<file path="config.mk">
export PLATFORM = sky130hd
export DESIGN_NAME = commu_m_bufrd
export DESIGN_NICKNAME = d
export VERILOG_FILES = /design/src/rtl/commu_m_bufrd.sv
export SDC_FILE = /design/constraint.sdc
export NUM_CORES = 1
export LEC_CHECK = 0
export CORE_UTILIZATION = 45
export DETAILED_ROUTE_END_ITERATION = 8
export PLACE_DENSITY = 0.73
export SYNTH_ARGS = -nofsm -noshare
export SYNTH_HDL_FRONTEND = slang
export SYNTH_SLANG_ARGS = --single-unit
</file>
<file path="constraint.sdc">
create_clock -name clk_sys -period 2.55 [get_ports clk_sys]
set_input_delay 0.6375 -clock clk_sys [delete_from_list [all_inputs] [get_ports clk_sys]]
set_output_delay 0.6375 -clock clk_sys [all_outputs]
set_load 0.05 [all_outputs]
</file>
<file path="src/rtl/commu_m_bufrd.sv">
// commu_m_bufrd: ARM-facing package buffer with framed serial read port.
// Define COMMU_WD_FLUSH_EN to add the wd_arm_high watchdog flush input.
module commu_m_bufrd #(
  parameter int PKG_BYTES = 16,
  parameter int PKG_DEPTH = 8,
  parameter int SLOT_AW   = 3,
  parameter int BYTE_AW   = 4
) (
  input  logic       clk_sys,
  input  logic       rst_n,
  input  logic       repk_frm,
  input  logic       wr_vld,
  input  logic [7:0] wr_dat,
  input  logic       buf_frm,
  input  logic       buf_sclk,
  output logic       buf_sdo,
  output logic [3:0] cnt_pkg_buf,
  output logic       ovf
`ifdef COMMU_WD_FLUSH_EN
  ,
  input  logic       wd_arm_high
`endif
);

  localparam int AW = SLOT_AW + BYTE_AW;
  localparam logic [3:0] DEPTH4 = 4'(PKG_DEPTH);
  localparam logic [SLOT_AW-1:0] LAST_SLOT = SLOT_AW'(PKG_DEPTH - 1);
  localparam logic [BYTE_AW:0] NBYTES = (BYTE_AW + 1)'(PKG_BYTES);
  localparam logic [BYTE_AW:0] IDX_ONE = (BYTE_AW + 1)'(1);

  typedef enum logic [1:0] {W_IDLE, W_FILL, W_COMMIT} wr_st_t;
  typedef enum logic [1:0] {R_IDLE, R_LOAD, R_SHIFT, R_DONE} rd_st_t;

  wr_st_t wr_st;
  rd_st_t rd_st;

  logic       repk_q;
  logic [1:0] frm_s;
  logic       frm_q;
  logic [1:0] sclk_s;
  logic       sclk_q;

  logic [SLOT_AW-1:0] wr_slot;
  logic [SLOT_AW-1:0] rd_slot;
  logic [BYTE_AW:0]   w_idx;
  logic               w_bad;
  logic [BYTE_AW:0]   rd_byte;
  logic [2:0]         bit_cnt;
  logic [6:0]         shreg;
  logic [7:0]         rd_q;
  logic [3:0]         cnt;

  logic [7:0] mem [PKG_DEPTH*PKG_BYTES];

  logic repk_rise, repk_fall;
  logic frm_rise, frm_fall, sclk_rise;
  logic flush, pop, full, blocked;
  logic idx_full, good, commit_ok, we;
  logic [AW-1:0] wa, ra;

`ifdef COMMU_WD_FLUSH_EN
  assign flush = wd_arm_high;
`else
  assign flush = 1'b0;
`endif

  function automatic logic [SLOT_AW-1:0] nxt_slot(
    input logic [SLOT_AW-1:0] s
  );
    return (s == LAST_SLOT) ? '0 : s + SLOT_AW'(1);
  endfunction

  assign repk_rise = repk_frm & ~repk_q;
  assign repk_fall = ~repk_frm & repk_q;
  assign frm_rise  = frm_s[1] & ~frm_q;
  assign frm_fall  = ~frm_s[1] & frm_q;
  assign sclk_rise = sclk_s[1] & ~sclk_q;

  assign pop  = (rd_st == R_DONE) && frm_fall && !flush;
  assign full = (cnt == DEPTH4) && !pop && !flush;

  // Full buffer: wr_slot aliases the oldest package, keep it intact
  assign blocked = (cnt == DEPTH4) && (rd_st != R_DONE) && !flush;

  assign idx_full  = (w_idx == NBYTES);
  assign good      = idx_full && !w_bad;
  assign commit_ok = (wr_st == W_COMMIT) && good && !full;

  assign we = (wr_st == W_FILL) && repk_frm && wr_vld
            && !idx_full && !blocked;
  assign wa = {wr_slot, w_idx[BYTE_AW-1:0]};
  assign ra = {rd_slot, rd_byte[BYTE_AW-1:0]};

  assign cnt_pkg_buf = cnt;

  always_ff @(posedge clk_sys or negedge rst_n) begin
    if (!rst_n) begin
      repk_q <= 1'b0;
      frm_s  <= '0;
      frm_q  <= 1'b0;
      sclk_s <= '0;
      sclk_q <= 1'b0;
    end else begin
      repk_q <= repk_frm;
      frm_s  <= {frm_s[0], buf_frm};
      frm_q  <= frm_s[1];
      sclk_s <= {sclk_s[0], buf_sclk};
      sclk_q <= sclk_s[1];
    end
  end

  always_ff @(posedge clk_sys) begin
    if (we) mem[wa] <= wr_dat;
    rd_q <= mem[ra];
  end

  always_ff @(posedge clk_sys or negedge rst_n) begin
    if (!rst_n) begin
      wr_st   <= W_IDLE;
      wr_slot <= '0;
      w_idx   <= '0;
      w_bad   <= 1'b0;
      ovf     <= 1'b0;
    end else begin
      case (wr_st)
        W_IDLE: begin
          if (repk_rise) begin
            wr_st <= W_FILL;
            w_idx <= '0;
            w_bad <= 1'b0;
          end
        end
        W_FILL: begin
          if (repk_frm && wr_vld) begin
            if (idx_full || blocked) w_bad <= 1'b1;
            if (!idx_full) w_idx <= w_idx + IDX_ONE;
          end
          if (repk_fall) wr_st <= W_COMMIT;
        end
        W_COMMIT: begin
          wr_st <= W_IDLE;
          if (commit_ok) wr_slot <= nxt_slot(wr_slot);
          else ovf <= 1'b1;
        end
        default: wr_st <= W_IDLE;
      endcase
    end
  end

  always_ff @(posedge clk_sys or negedge rst_n) begin
    if (!rst_n) begin
      rd_st   <= R_IDLE;
      rd_slot <= '0;
      rd_byte <= '0;
      bit_cnt <= '0;
      shreg   <= '0;
      buf_sdo <= 1'b0;
    end else if (flush) begin
      rd_st   <= R_IDLE;
      rd_slot <= wr_slot;
      rd_byte <= '0;
      buf_sdo <= 1'b0;
    end else begin
      case (rd_st)
        R_IDLE: begin
          rd_byte <= '0;
          if (frm_rise && cnt != 4'd0) rd_st <= R_LOAD;
        end
        R_LOAD: begin
          if (frm_fall) begin
            rd_st <= R_IDLE;
          end else begin
            rd_st   <= R_SHIFT;
            shreg   <= rd_q[6:0];
            buf_sdo <= rd_q[7];
            bit_cnt <= '0;
            rd_byte <= IDX_ONE;
          end
        end
        R_SHIFT: begin
          if (frm_fall) begin
            rd_st   <= R_IDLE;
            rd_byte <= '0;
            buf_sdo <= 1'b0;
          end else if (sclk_rise) begin
            bit_cnt <= bit_cnt + 3'd1;
            if (bit_cnt != 3'd7) begin
              shreg   <= {shreg[5:0], 1'b0};
              buf_sdo <= shreg[6];
            end else if (rd_byte == NBYTES) begin
              rd_st   <= R_DONE;
              buf_sdo <= 1'b0;
            end else begin
              shreg   <= rd_q[6:0];
              buf_sdo <= rd_q[7];
              rd_byte <= rd_byte + IDX_ONE;
            end
          end
        end
        R_DONE: begin
          if (frm_fall) begin
            rd_st   <= R_IDLE;
            rd_slot <= nxt_slot(rd_slot);
            rd_byte <= '0;
          end
        end
        default: rd_st <= R_IDLE;
      endcase
    end
  end

  always_ff @(posedge clk_sys or negedge rst_n) begin
    if (!rst_n) cnt <= '0;
    else if (flush) cnt <= {3'b0, commit_ok};
    else cnt <= cnt + {3'b0, commit_ok} - {3'b0, pop};
  end

endmodule
</file>
==> reports/qor.txt <==
Starting Density - 0.4542
worst-skew pair later-pin latency - 0.69 ns
mux contribution to synthesized area - 0.1514
row cnt - 112
largest family of logic cells by synthesized area - multiplexers
Worst Setup Start Kind - flop
Leakage - 0.01652 uW
# port buffers - 19
num ports - 20
CTS Root Buffer Type - clkbuf_16
EDFF count, synth - 1024
worst slew pin tran - 0.7192 ns
Util after Layout - 0.5443
Via density - 5.864
VDD IR max - 0.5624 mV
sequential share of the synthesized area - 0.7563
die height - 308.7 um
via count - 22400
commonest cells after routing, fill and taps aside - edfxtp_1 (1024), buf_4 (243), mux4_2 (190), mux2i_1 (139), nor2_1 (133)
Global Route Usage Sum - 0.2132
first-pass GRT wire length - 149400 um
critical setup path kind - reg -> reg
CTS Buf Count - 102
setup clock skew after layout - 0.01935 ns
Mapped Cells - 2157
initial antenna violation count - 3
Critical Path RT - 3.10 ns
CTS tree - built
Slew Viols, Final - 0
dpl cell area - 46300 um2
hold crit path type - in -> reg
run status - finished, violations left
drt drc - 0
Synth async-reset ratio - 0.04089
DR iter-0 viols - 2594
nets - 2510
synthesized area per cell - 19.62 um2
Main synth FF type - edfxtp_1
die footprint - 95290 um2
most common cell after layout, fill and taps aside - edfxtp_1
Final Wtd Congestion - 0.8849
XOR/XNOR Fraction of Synth Area - 0.001035
DR WL/cell - 26.60 um
Max clock buf depth - 3
Tot Pwr - 44240 uW
Syn Std Cell Area - 42330 um2
Peak Freq - 357.9 MHz
final worst path period need - 2.794 ns
vias in the first global route - 22740
post-route ant nets - 0
Fin. Hold Viols - 0
power per cell area - 872.2 nW/um2
area share of fa/ha/maj cells after synthesis - 0.006385
MaxCap Viol Count - 0
crit path DAT - 3.34 ns
setup_tns - -1.270 ns
simple logic cell fraction of the synthesized area - 0.03018
CP Capture Type - flop
synthesized flop and latch total - 1076
CTS clk-pin slew, worst paths - 0.06 ns
Worst Setup Slack, final - -0.2444 ns
layout cells sized above 1 - 0.3232
Die Wd - 308.7 um
DP Wirelength - 62680 um
H-Tree Depth - 3
clk sinks - 1076
unrepaired setup endpoints after global routing - true
Hold Slack - 0.2451 ns
Final Setup Violations - 7
drt pass-1 iters - 8
Post-Syn Nets - 2192
synth unique cells - 56
failing checks - negative setup slack
Compound-Gate Fraction of Synth Area - 0.03896
core box area - 93190 um2
Yosys warning count - 0
Final Cycle Share - 1.096
grt total ovfl - 0
final wirelength - 101600 um
Design Area, Final - 50720 um2
Slew headroom - 0.5205
largest fanout on the critical path - 7
area grow syn2layout - 19.84%
largest net degree at the start of global routing - 129
[layout make-up]
cell class,count,area [um2]
diodes,1,2.502
clock buffers,124,2676
clock inverters,70,844.6
fillers,6795,42470
inverters,12,45.04
multi-input cells,951,10130
flip-flops and latches,1076,32020
well taps,1254,1569
repair buffers,332,3426
[per-stage QoR]
step / instances / worst slack [ns]
4_1_cts: 3815 / -0.1747
2_1_floorplan: 2157 / -0.04696
5_1_grt: 3819 / -0.3083
3_3_place_gp: 3603 / -0.7205
3_5_place_dp: 3603 / -0.6887
6_report: 3820 / -0.2444
[worst paths after layout]
path,startpoint,to,slack (ns),cells after the start
max in group asynchronous,rst_n,rd_byte[1]$_DFFE_PN0P_,1.37,3
min in group asynchronous,rst_n,sclk_s[1]$_DFF_PN0_,0.47,2
hold / removal,wr_dat[0],mem[4][0]$_DFFE_PP_,0.25,1
setup reg to reg,rd_byte[0]$_DFFE_PN0P_,rd_q[5]$_DFF_P_,-0.24,8
setup / recovery,rd_byte[0]$_DFFE_PN0P_,rd_q[5]$_DFF_P_,-0.24,8
hold reg to reg,frm_s[0]$_DFF_PN0_,frm_s[1]$_DFF_PN0_,0.34,0
[timing repair]
action	CTS	global route
pin swaps	24	8
endpoints found under the hold margin	12	0
resized for setup	71	55
hold buffers	1	0
setup buffers	12	4
endpoints found under the setup margin	23	132
gates cloned	5	3
[power breakdown]
group | leakage, uW | internal, uW | total [uW] | switching (uW)
Sequential | 0.00982 | 19600 | 19800 | 176
Combinational | 0.00498 | 4140 | 8610 | 4470
Clock | 0.00172 | 9250 | 15800 | 6590
Total | 0.0165 | 33000 | 44200 | 11200
[flip-flops by register name, indices dropped and copies added (netlist names)]
register / cells
mem: 1024
rd_q: 8
shreg: 7
rd_byte: 5
w_idx: 5
cnt_pkg_buf: 4
bit_cnt: 3
rd_slot: 3
wr_slot: 3
frm_s: 2
rd_st: 2
sclk_s: 2
wr_st: 2
buf_sdo: 1
frm_q: 1
ovf: 1
repk_q: 1
sclk_q: 1
w_bad: 1
[worst max-delay path, stage by stage (launching register included)]
cell and delay (ns):
dfrtp_4 0.46, buf_12 0.18, buf_16 0.17, buf_4 0.17, mux4_2 0.53, a211o_1 0.37, o22ai_1 0.20, nor3_1 0.11
or4_1 0.45
[per-layer routing]
metal	track usage	vias to the layer above	wire [um]
met1	0.2936	11590	40280
met2	0.3429	1129	49230
met5	0	-	31
met3	0.03727	214	8616
li1	-	9461	-
met4	0.07625	4	3466
[cell families (layout without fill, tap and decap cells)]
group | count (synthesis) | after routing
AO/OA/AOI/OAI | 241 | 241
AND/OR/NAND/NOR | 289 | 289
multiplexers | 395 | 395
buffers and inverters | 130 | 538
flip-flops | 1076 | 1076
adder cells (fa/ha/maj) | 21 | 21
other | 0 | 1
XOR/XNOR | 5 | 5
[Yosys cell counts, types with 14 or more instances]
master	number	share of area
edfxtp_1	1024	0.73
mux4_2	190	0.10
nor2_1	149	0.013
mux2i_1	142	0.034
clkbuf_1	63	0.0056
mux2_2	63	0.017
o22ai_1	59	0.0087
nand2_1	50	0.0044
dfrtp_1	44	0.026
a21oi_1	39	0.0046
nor3_1	33	0.0039
a21o_1	32	0.0057
o21ai_0	30	0.0035
a211o_1	29	0.0060
o221ai_1	29	0.0060
buf_2	20	0.0024
ha_1	20	0.0059
buf_6	14	0.0037
nand3_1	14	0.0017
Power figures use the tool's default switching activity.
